`src/rtl/hazard_ctrl_pkg.sv`:
```
// Shared constants and types for the hazard/forwarding controller.
package hazard_ctrl_pkg;

  localparam int unsigned SH_REG_W  = 5;
  localparam int unsigned SH_TNEW_W = 2;

  // Forward-mux select encodings
  typedef enum logic [1:0] {
    FWD_RF = 2'd0,
    FWD_E  = 2'd1,
    FWD_M  = 2'd2,
    FWD_W  = 2'd3
  } fwd_sel_e;

  // Tuse / Tnew values
  localparam logic [SH_TNEW_W-1:0] TUSE_NOW  = 2'd0;
  localparam logic [SH_TNEW_W-1:0] TUSE_E    = 2'd1;
  localparam logic [SH_TNEW_W-1:0] TUSE_M    = 2'd2;
  localparam logic [SH_TNEW_W-1:0] TUSE_NONE = 2'd3;
  localparam logic [SH_TNEW_W-1:0] TNEW_NONE = 2'd0;
  localparam logic [SH_TNEW_W-1:0] TNEW_CAL  = 2'd1;
  localparam logic [SH_TNEW_W-1:0] TNEW_LOAD = 2'd2;

  // Producer view of a shadow entry
  typedef struct packed {
    logic                 valid;
    logic [SH_REG_W-1:0]  dst;
    logic [SH_TNEW_W-1:0] tnew;
  } prod_t;

  // Saturating countdown applied on every stage advance
  function automatic logic [SH_TNEW_W-1:0] tnew_step(input logic [SH_TNEW_W-1:0] t);
    return (t == '0) ? '0 : t - SH_TNEW_W'(1);
  endfunction

  // A stage can forward to operand r only once its result is final
  function automatic logic fwd_hit(input prod_t p, input logic [SH_REG_W-1:0] r);
    return p.valid && (p.dst != '0) && (p.dst == r) && (p.tnew == '0);
  endfunction

endpackage

```
`src/rtl/hazard_fwd_pick.sv`:
```
// Priority matcher: youngest ready producer (E > M > W) among enabled stages.
module hazard_fwd_pick
  import hazard_ctrl_pkg::*;
(
  input  logic [SH_REG_W-1:0] i_reg,
  input  logic [2:0]          i_srch,  // [2]=E, [1]=M, [0]=W
  input  prod_t               i_e,
  input  prod_t               i_m,
  input  prod_t               i_w,
  output logic [1:0]          o_sel
);

  // Pick the youngest enabled stage holding final data for i_reg
  always_comb begin
    o_sel = FWD_RF;
    if (i_srch[2] && fwd_hit(i_e, i_reg)) begin
      o_sel = FWD_E;
    end else if (i_srch[1] && fwd_hit(i_m, i_reg)) begin
      o_sel = FWD_M;
    end else if (i_srch[0] && fwd_hit(i_w, i_reg)) begin
      o_sel = FWD_W;
    end
  end

endmodule

```
`src/rtl/hazard_ctrl.sv`:
```
// Stall and forwarding control for the five-stage MIPS pipeline.
// Keeps a shadow of E/M/W destinations and Tnew counters.
module hazard_ctrl
  import hazard_ctrl_pkg::*;
#(
  parameter int unsigned REG_W  = SH_REG_W,
  parameter int unsigned TNEW_W = SH_TNEW_W
)(
  input  logic             clk,
  input  logic             reset,
  input  logic [REG_W-1:0] d_rs,
  input  logic [REG_W-1:0] d_rt,
  input  logic [REG_W-1:0] d_dst,
  input  logic             d_rwe,
  input  logic             d_cal_r,
  input  logic             d_cal_i,
  input  logic             d_load,
  input  logic             d_store,
  input  logic             d_branch,
  input  logic             d_jump_i,
  input  logic             d_jump_r,
  output logic             stall,
  output logic [1:0]       fwd_d_rs,
  output logic [1:0]       fwd_d_rt,
  output logic [1:0]       fwd_e_rs,
  output logic [1:0]       fwd_e_rt,
  output logic             fwd_m_rt
);

  // Only fields that some consumer reads are kept per stage
  prod_t             r_e_prod;
  prod_t             r_m_prod;
  prod_t             r_w_prod;
  logic [REG_W-1:0]  r_e_rs;
  logic [REG_W-1:0]  r_e_rt;
  logic [REG_W-1:0]  r_m_rt;

  logic [TNEW_W-1:0] w_tuse_rs;
  logic [TNEW_W-1:0] w_tuse_rt;
  logic [TNEW_W-1:0] w_d_tnew;
  logic [REG_W-1:0]  w_d_dst;
  logic              w_stall;
  prod_t             w_e_next;
  prod_t             w_m_next;
  prod_t             w_w_next;
  logic [1:0]        w_sel_m_rt;

  function automatic logic op_hazard(input logic [REG_W-1:0]  r,
                                     input logic [TNEW_W-1:0] tuse,
                                     input prod_t             e,
                                     input prod_t             m);
    return (r != '0) &&
           ((e.valid && (e.dst == r) && (e.tnew > tuse)) ||
            (m.valid && (m.dst == r) && (m.tnew > tuse)));
  endfunction

  // D-stage operand Tuse from instruction class
  always_comb begin
    w_tuse_rs = TUSE_NONE;
    w_tuse_rt = TUSE_NONE;
    if (d_branch || d_jump_r) begin
      w_tuse_rs = TUSE_NOW;
    end else if (d_cal_r || d_cal_i || d_load || d_store) begin
      w_tuse_rs = TUSE_E;
    end
    if (d_branch) begin
      w_tuse_rt = TUSE_NOW;
    end else if (d_cal_r) begin
      w_tuse_rt = TUSE_E;
    end else if (d_store) begin
      w_tuse_rt = TUSE_M;
    end
  end

  // D-stage Tnew at E entry and effective destination
  always_comb begin
    w_d_tnew = TNEW_NONE;
    if (d_cal_r || d_cal_i) begin
      w_d_tnew = TNEW_CAL;
    end else if (d_load) begin
      w_d_tnew = TNEW_LOAD;
    end else if (d_jump_i) begin
      w_d_tnew = TNEW_NONE;
    end
    w_d_dst = d_rwe ? d_dst : '0;
  end

  assign w_stall = op_hazard(d_rs, w_tuse_rs, r_e_prod, r_m_prod) ||
                   op_hazard(d_rt, w_tuse_rt, r_e_prod, r_m_prod);
  assign stall   = w_stall;

  // Next shadow entries; tnew also counts down into W so a retiring load reads as ready
  always_comb begin
    w_e_next = '0;
    if (!w_stall) begin
      w_e_next.valid = 1'b1;
      w_e_next.dst   = w_d_dst;
      w_e_next.tnew  = w_d_tnew;
    end
    w_m_next      = r_e_prod;
    w_m_next.tnew = tnew_step(r_e_prod.tnew);
    w_w_next      = r_m_prod;
    w_w_next.tnew = tnew_step(r_m_prod.tnew);
  end

  // Shadow pipeline shift; stall injects a bubble into E
  always_ff @(posedge clk or negedge reset) begin
    if (!reset) begin
      r_e_prod <= '0;
      r_m_prod <= '0;
      r_w_prod <= '0;
      r_e_rs   <= '0;
      r_e_rt   <= '0;
      r_m_rt   <= '0;
    end else begin
      r_e_prod <= w_e_next;
      r_e_rs   <= w_stall ? '0 : d_rs;
      r_e_rt   <= w_stall ? '0 : d_rt;
      r_m_prod <= w_m_next;
      r_m_rt   <= r_e_rt;
      r_w_prod <= w_w_next;
    end
  end

  hazard_fwd_pick u_pick_d_rs (
    .i_reg(d_rs), .i_srch(3'b111),
    .i_e(r_e_prod), .i_m(r_m_prod), .i_w(r_w_prod), .o_sel(fwd_d_rs)
  );

  hazard_fwd_pick u_pick_d_rt (
    .i_reg(d_rt), .i_srch(3'b111),
    .i_e(r_e_prod), .i_m(r_m_prod), .i_w(r_w_prod), .o_sel(fwd_d_rt)
  );

  hazard_fwd_pick u_pick_e_rs (
    .i_reg(r_e_rs), .i_srch(3'b011),
    .i_e(r_e_prod), .i_m(r_m_prod), .i_w(r_w_prod), .o_sel(fwd_e_rs)
  );

  hazard_fwd_pick u_pick_e_rt (
    .i_reg(r_e_rt), .i_srch(3'b011),
    .i_e(r_e_prod), .i_m(r_m_prod), .i_w(r_w_prod), .o_sel(fwd_e_rt)
  );

  hazard_fwd_pick u_pick_m_rt (
    .i_reg(r_m_rt), .i_srch(3'b001),
    .i_e(r_e_prod), .i_m(r_m_prod), .i_w(r_w_prod), .o_sel(w_sel_m_rt)
  );

  assign fwd_m_rt = (w_sel_m_rt == FWD_W);

endmodule
```
`config.mk`:
```
export PLATFORM = sky130hd
export DESIGN_NAME = hazard_ctrl
export DESIGN_NICKNAME = d
export VERILOG_FILES = /design/src/rtl/hazard_ctrl_pkg.sv /design/src/rtl/hazard_fwd_pick.sv /design/src/rtl/hazard_ctrl.sv
export SDC_FILE = /design/constraint.sdc
export NUM_CORES = 1
export LEC_CHECK = 0
export ABC_AREA = 1
export CORE_ASPECT_RATIO = 1.4
export CORE_MARGIN = 3
export CORE_UTILIZATION = 50
export CTS_BUF_LIST = sky130_fd_sc_hd__clkbuf_4
export DETAILED_ROUTE_END_ITERATION = 7
export MAX_ROUTING_LAYER = met4
export PLACE_DENSITY_LB_ADDON = 0.3
export SLEW_MARGIN = 5
export SYNTH_ARGS = -nofsm -noshare
export SYNTH_HDL_FRONTEND = slang
export SYNTH_SLANG_ARGS = --single-unit
```
`constraint.sdc`:
```
create_clock -name clk -period 2.2 [get_ports clk]
set_clock_uncertainty 0.2 [all_clocks]
set_input_delay 0.44 -clock clk [delete_from_list [all_inputs] [get_ports clk]]
set_output_delay 0.44 -clock clk [all_outputs]
set_load 0.05 [all_outputs]
```
* Yosys cells after proc, flatten, opt, wreduce, memory -nomap -nowiden
Cells that the tools add are included. Widths: inputs -> output; s select.
Storage, ports and cells: register bits after elaboration 39, input bits 25
Cells by class: $add $sub $neg 2, magnitude comparators 4, equality and inequality tests 12, muxes and demuxes 24, reductions and logical operators 50
Operator list (number):
- $eq 5x5->1 | 11
- $mux 2 | 19
- $logic_and 1x1->1 | 35
- $reduce_bool 5->1 | 5
- $mux 5 | 3
- $gt 2x2->1 | 4
- $mux 8 | 1
- $logic_or 1x1->1 | 7
- $logic_not 2->1 | 3
- $sub 2x1->2 const B | 2
- $eq 2x2->1 const B | 1
- $mux 1 | 1

* Depth between registers and ports, before layout
depth in word-level cells 11, gate-level depth with buffers 12

* Cells and area by module
Synthesis repeated with hierarchy kept, for this count alone.
Second synthesis, totals: cell total of the unflattened synthesis 698, area, all modules 3804.9 µm²
Modules (own cells, without submodules):
- hazard_fwd_pick | instances 5, cells each 98, area an instance 402.9 µm², seq. area each 0.0 µm²
- hazard_ctrl | instances 1, cells each 208, area an instance 1790.5 µm², seq. area each 975.9 µm²

* Least setup slack after synthesis
No wires, ideal clock.
path type register to output, start register r_w_prod[2] (netlist name), end output fwd_m_rt, arrival 2314 ps, required time 1560 ps, slack -754 ps, stages on the path, launching flop included 6, cell sequence dfrtp_1 clkbuf_1 inv_1 or2_2 nand3_1 nor4_1
On the way: word-level cells in the longest chain between the ends 6
Ends and longest elaborated chain:
- start, declared | line hazard_ctrl.sv:33 | prod_t r_w_prod;
- start signal, assigned | line hazard_ctrl.sv:121 | r_w_prod <= w_w_next;
- $reduce_bool 5->1 | line hazard_ctrl_pkg.sv:38 | return p.valid && (p.dst != '0) && (p.dst == r) && (p.tnew == '0);
- $logic_and 1x1->1 | line hazard_ctrl_pkg.sv:38
- $logic_and 1x1->1 * (2 in a row) | line hazard_ctrl_pkg.sv:38
- $mux 2 * | line hazard_fwd_pick.sv:20 | end else if (i_srch[0] && fwd_hit(i_w, i_reg)) begin
- $eq 2x2->1 * | line hazard_ctrl.sv:150 | assign fwd_m_rt = (w_sel_m_rt == FWD_W);
- end, declared | line hazard_ctrl.sv:27 | output logic fwd_m_rt
Mark *: on every way between the ends. The rest lies on a longest branch, timed or not.

* Final worst setup path
start register r_m_prod[1] (netlist name), end output stall
On the way: word-level cells in the longest chain between the ends 5
Ends and longest elaborated chain:
- start, declared | line hazard_ctrl.sv:32 | prod_t r_m_prod;
- start signal, assigned | line hazard_ctrl.sv:119 | r_m_prod <= w_m_next;
- $gt 2x2->1 | line hazard_ctrl.sv:54 | (m.valid && (m.dst == r) && (m.tnew > tuse)));
- $logic_and 1x1->1 | line hazard_ctrl.sv:54
- $logic_or 1x1->1 | line hazard_ctrl.sv:53 | ((e.valid && (e.dst == r) && (e.tnew > tuse)) ||
- $logic_and 1x1->1 | line hazard_ctrl.sv:52 | return (r != '0) &&
- $logic_or 1x1->1 * | line hazard_ctrl.sv:88 | assign w_stall = op_hazard(d_rs, w_tuse_rs, r_e_prod, r_m_prod) ||
- end, declared | line hazard_ctrl.sv:22 | output logic stall,
Marked as above.

==> flow_summary.json <==
{
  "status": "finished, violations left",
  "violations": "setup timing",
  "power_w": 0.00181,
  "path_max_fanout": 4,
  "syn_nets": 334,
  "clkTransAtPathRegs_ns": 0.12,
  "drt_wl_total_mm": 7.33,
  "io_pins": 35,
  "via_per_inst": 5.37,
  "min_to": "r_e_prod[1]",
  "ys_seq_area_frac": 0.417,
  "r2r_slack_ns": 0.18,
  "numPortBuffers": 33,
  "post-route-period-util": 1.15,
  "setup_slack_ns": -0.335,
  "r2r_end": "r_e_prod[2]",
  "power_density_mw_per_mm2": 517,
  "std_cell_rows": 28,
  "final_nets": 406,
  "die_w_um": 63.8,
  "clkSinkCount": 39,
  "synthAdderAreaFrac": 0.0428,
  "antenna_cells": 0,
  "finalMaxSlewViolations": 0,
  "ff_latch_area_um2": 988,
  "synth-edff-count": 0,
  "grt_pass1_wl_mm": 11.0,
  "fin_area_mm2": 0.00349,
  "grt_usage": 0.266,
  "multi_input_area_mm2": 0.00145,
  "htreeDepth": 2,
  "die-area_mm2": 0.00555,
  "start_kind": "flop",
  "min_from": "d_load",
  "timing.rr.start": "r_m_prod[1]",
  "core_area_mm2": 0.00438,
  "gr-total-overflow": 0,
  "post_dp_cell_area_mm2": 0.00309,
  "synth_xor_area_frac": 0.142,
  "synthCells": 301,
  "clk_latency_ns": 0.36,
  "critPathKind": "reg2out",
  "drc": 0,
  "clk_path_buf_depth": 2,
  "setup_viol": 10,
  "synth_compound_area_frac": 0.0545,
  "cts-root-buf": "clkbuf_4",
  "ant_nets": 0,
  "areaGrowthSynthToFinish_pct": 49.3,
  "arrival_ns": 1.90,
  "grt_max_degree": 40,
  "grt_pass1_vias": 2372,
  "dp_hpwl_mm": 4.61,
  "die_y_um": 86.9,
  "setup_tns_ns": -2.69,
  "syn_area_mm2": 0.00234,
  "numCtsBuffers": 5,
  "power_leakage_nw": 1.67,
  "fillers": 276,
  "drive_above_1_share": 0.369,
  "gp_congestion": 0.894,
  "yosysUniqueCellTypes": 25,
  "yosys_warnings": 0,
  "grt_antenna_before_repair": 0,
  "drt_first_pass_iters": 4,
  "slew-limit-headroom": 0.661,
  "report.final.hold_viol_count": 0,
  "post_drt_wl_per_cell_um": 16.9,
  "rsz0062_at_grt": "true",
  "synthArstFlopShare": 1.00,
  "crit_required_ns": 1.56,
  "vias": 2332,
  "synth_ff_type": "dfrtp_1",
  "synth.area.mux_share": 0,
  "cts_tree": "yes",
  "reg2reg_depth": 10,
  "holdPathStages": 3,
  "layout_min_cycle_time_ns": 2.54,
  "final_util": 0.798,
  "start_util": 0.534,
  "worst_ir_drop_vdd_v": 0.000393,
  "synth-simple-area-share": 0.246,
  "hold_class": "in2reg",
  "ys_ff_latch": 39,
  "drtIter0Drc": 128,
  "maxCapViolations": 0,
  "tightest_slew_ns": 0.509,
  "final_cell_mix": "53 x nand2_1, 37 x inv_1, 37 x buf_4, 34 x nor2_1, 29 x dfrtp_1",
  "synth_top_family_by_area": "simple AND/OR/NAND/NOR gates",
  "syn_area_per_cell_um2": 7.77,
  "worst_setup_path_end_kind": "primary output",
  "layout.cells.most_common": "nand2_1",
  "fmax_mhz": 394
}
layer usage:
layer,vias up,wire (um),track usage
met5,-,0,-
met1,1101,2730,0.281
met4,0,381,0.126
met2,117,3850,0.485
li1,1081,-,-
met3,33,363,0.0323
power by group:
part | switching [W] | internal, W | total (W)
registers | 0.0000724 | 0.000766 | 0.000839
logic | 0.000308 | 0.000273 | 0.000581
clock network | 0.000251 | 0.000136 | 0.000387
stage by stage:
stage / setup slack (ns) / std cells / hold WS [ns]
after global placement: -0.589 / 408 / 0.217
after floorplan: -0.192 / 301 / -0.0556
final: -0.335 / 434 / 0.106
after global routing: -0.406 / 434 / 0.146
after CTS: -0.288 / 427 / 0.212
after detailed placement: -0.600 / 408 / 0.221
logic make-up after synthesis:
family	count (synthesis)
xor gates and xnor gates	38
adders and majority gates	8
DFF	39
and+or+nand+nor	137
AOI/OAI and AO/OA	23
buffers and inverters	56
worst max-delay path by stage:
stage | from | endpoint | cells past startpoint
4_1_cts | r_m_prod[5] | fwd_d_rt[1] | 7
2_1_floorplan | r_w_prod[2] | fwd_m_rt | 5
5_1_grt | r_w_prod[5] | fwd_d_rs[1] | 7
6_report | r_m_prod[1] | stall | 9
3_5_place_dp | d_cal_r | stall | 12
3_3_place_gp | d_cal_r | stall | 12
cell type report:
| cell class | instances | share of cell area |
|---|---|---|
| inverter | 43 | 0.0462 |
| sequential | 39 | 0.283 |
| timing repair buffer | 78 | 0.218 |
| multi-input combinational | 206 | 0.415 |
| tap | 60 | 0.0215 |
| clock buffer | 6 | 0.0129 |
| clock inverter | 2 | 0.00358 |
state kept, by name (all words and copies together), names as in the netlist:
register and count:
r_e_prod 8, r_m_prod 8, r_w_prod 8, r_e_rs 5, r_e_rt 5, r_m_rt 5
synthesized netlist by cell type (all sizes together), types with 2 or more instances:
library cell,instances,share of area
clkbuf,8,0.015
o22ai,3,0.0080
nor3,6,0.013
or2,2,0.0053
buf,5,0.013
nor2,45,0.072
nand3,15,0.032
o21ai,2,0.0043
a21oi,15,0.032
xor2,18,0.067
nand4,6,0.016
ha,8,0.043
xnor2,20,0.075
dfrtp,39,0.42
nand2,62,0.10
inv,43,0.069
timing repair:
item / 4_1_cts / 5_1_grt
hold buffers: 1 / 0
pin swaps: 26 / 25
setup buffers: 10 / 7
setup endpoints to repair: 26 / 10
gates resized for setup: 70 / 23
endpoints found under the hold margin: 39 / 0
critical path: stages, from the launching register on:
cell and delay [ns]:
dfrtp_2 0.50, ha_4 0.26, nand2_1 0.07, nand2_1 0.07, nor2_1 0.15, nand3_1 0.11, nand2_1 0.08, nand2_2 0.07
nand2_4 0.09, buf_12 0.13
No activity file was read; power rests on OpenSTA's default activity.
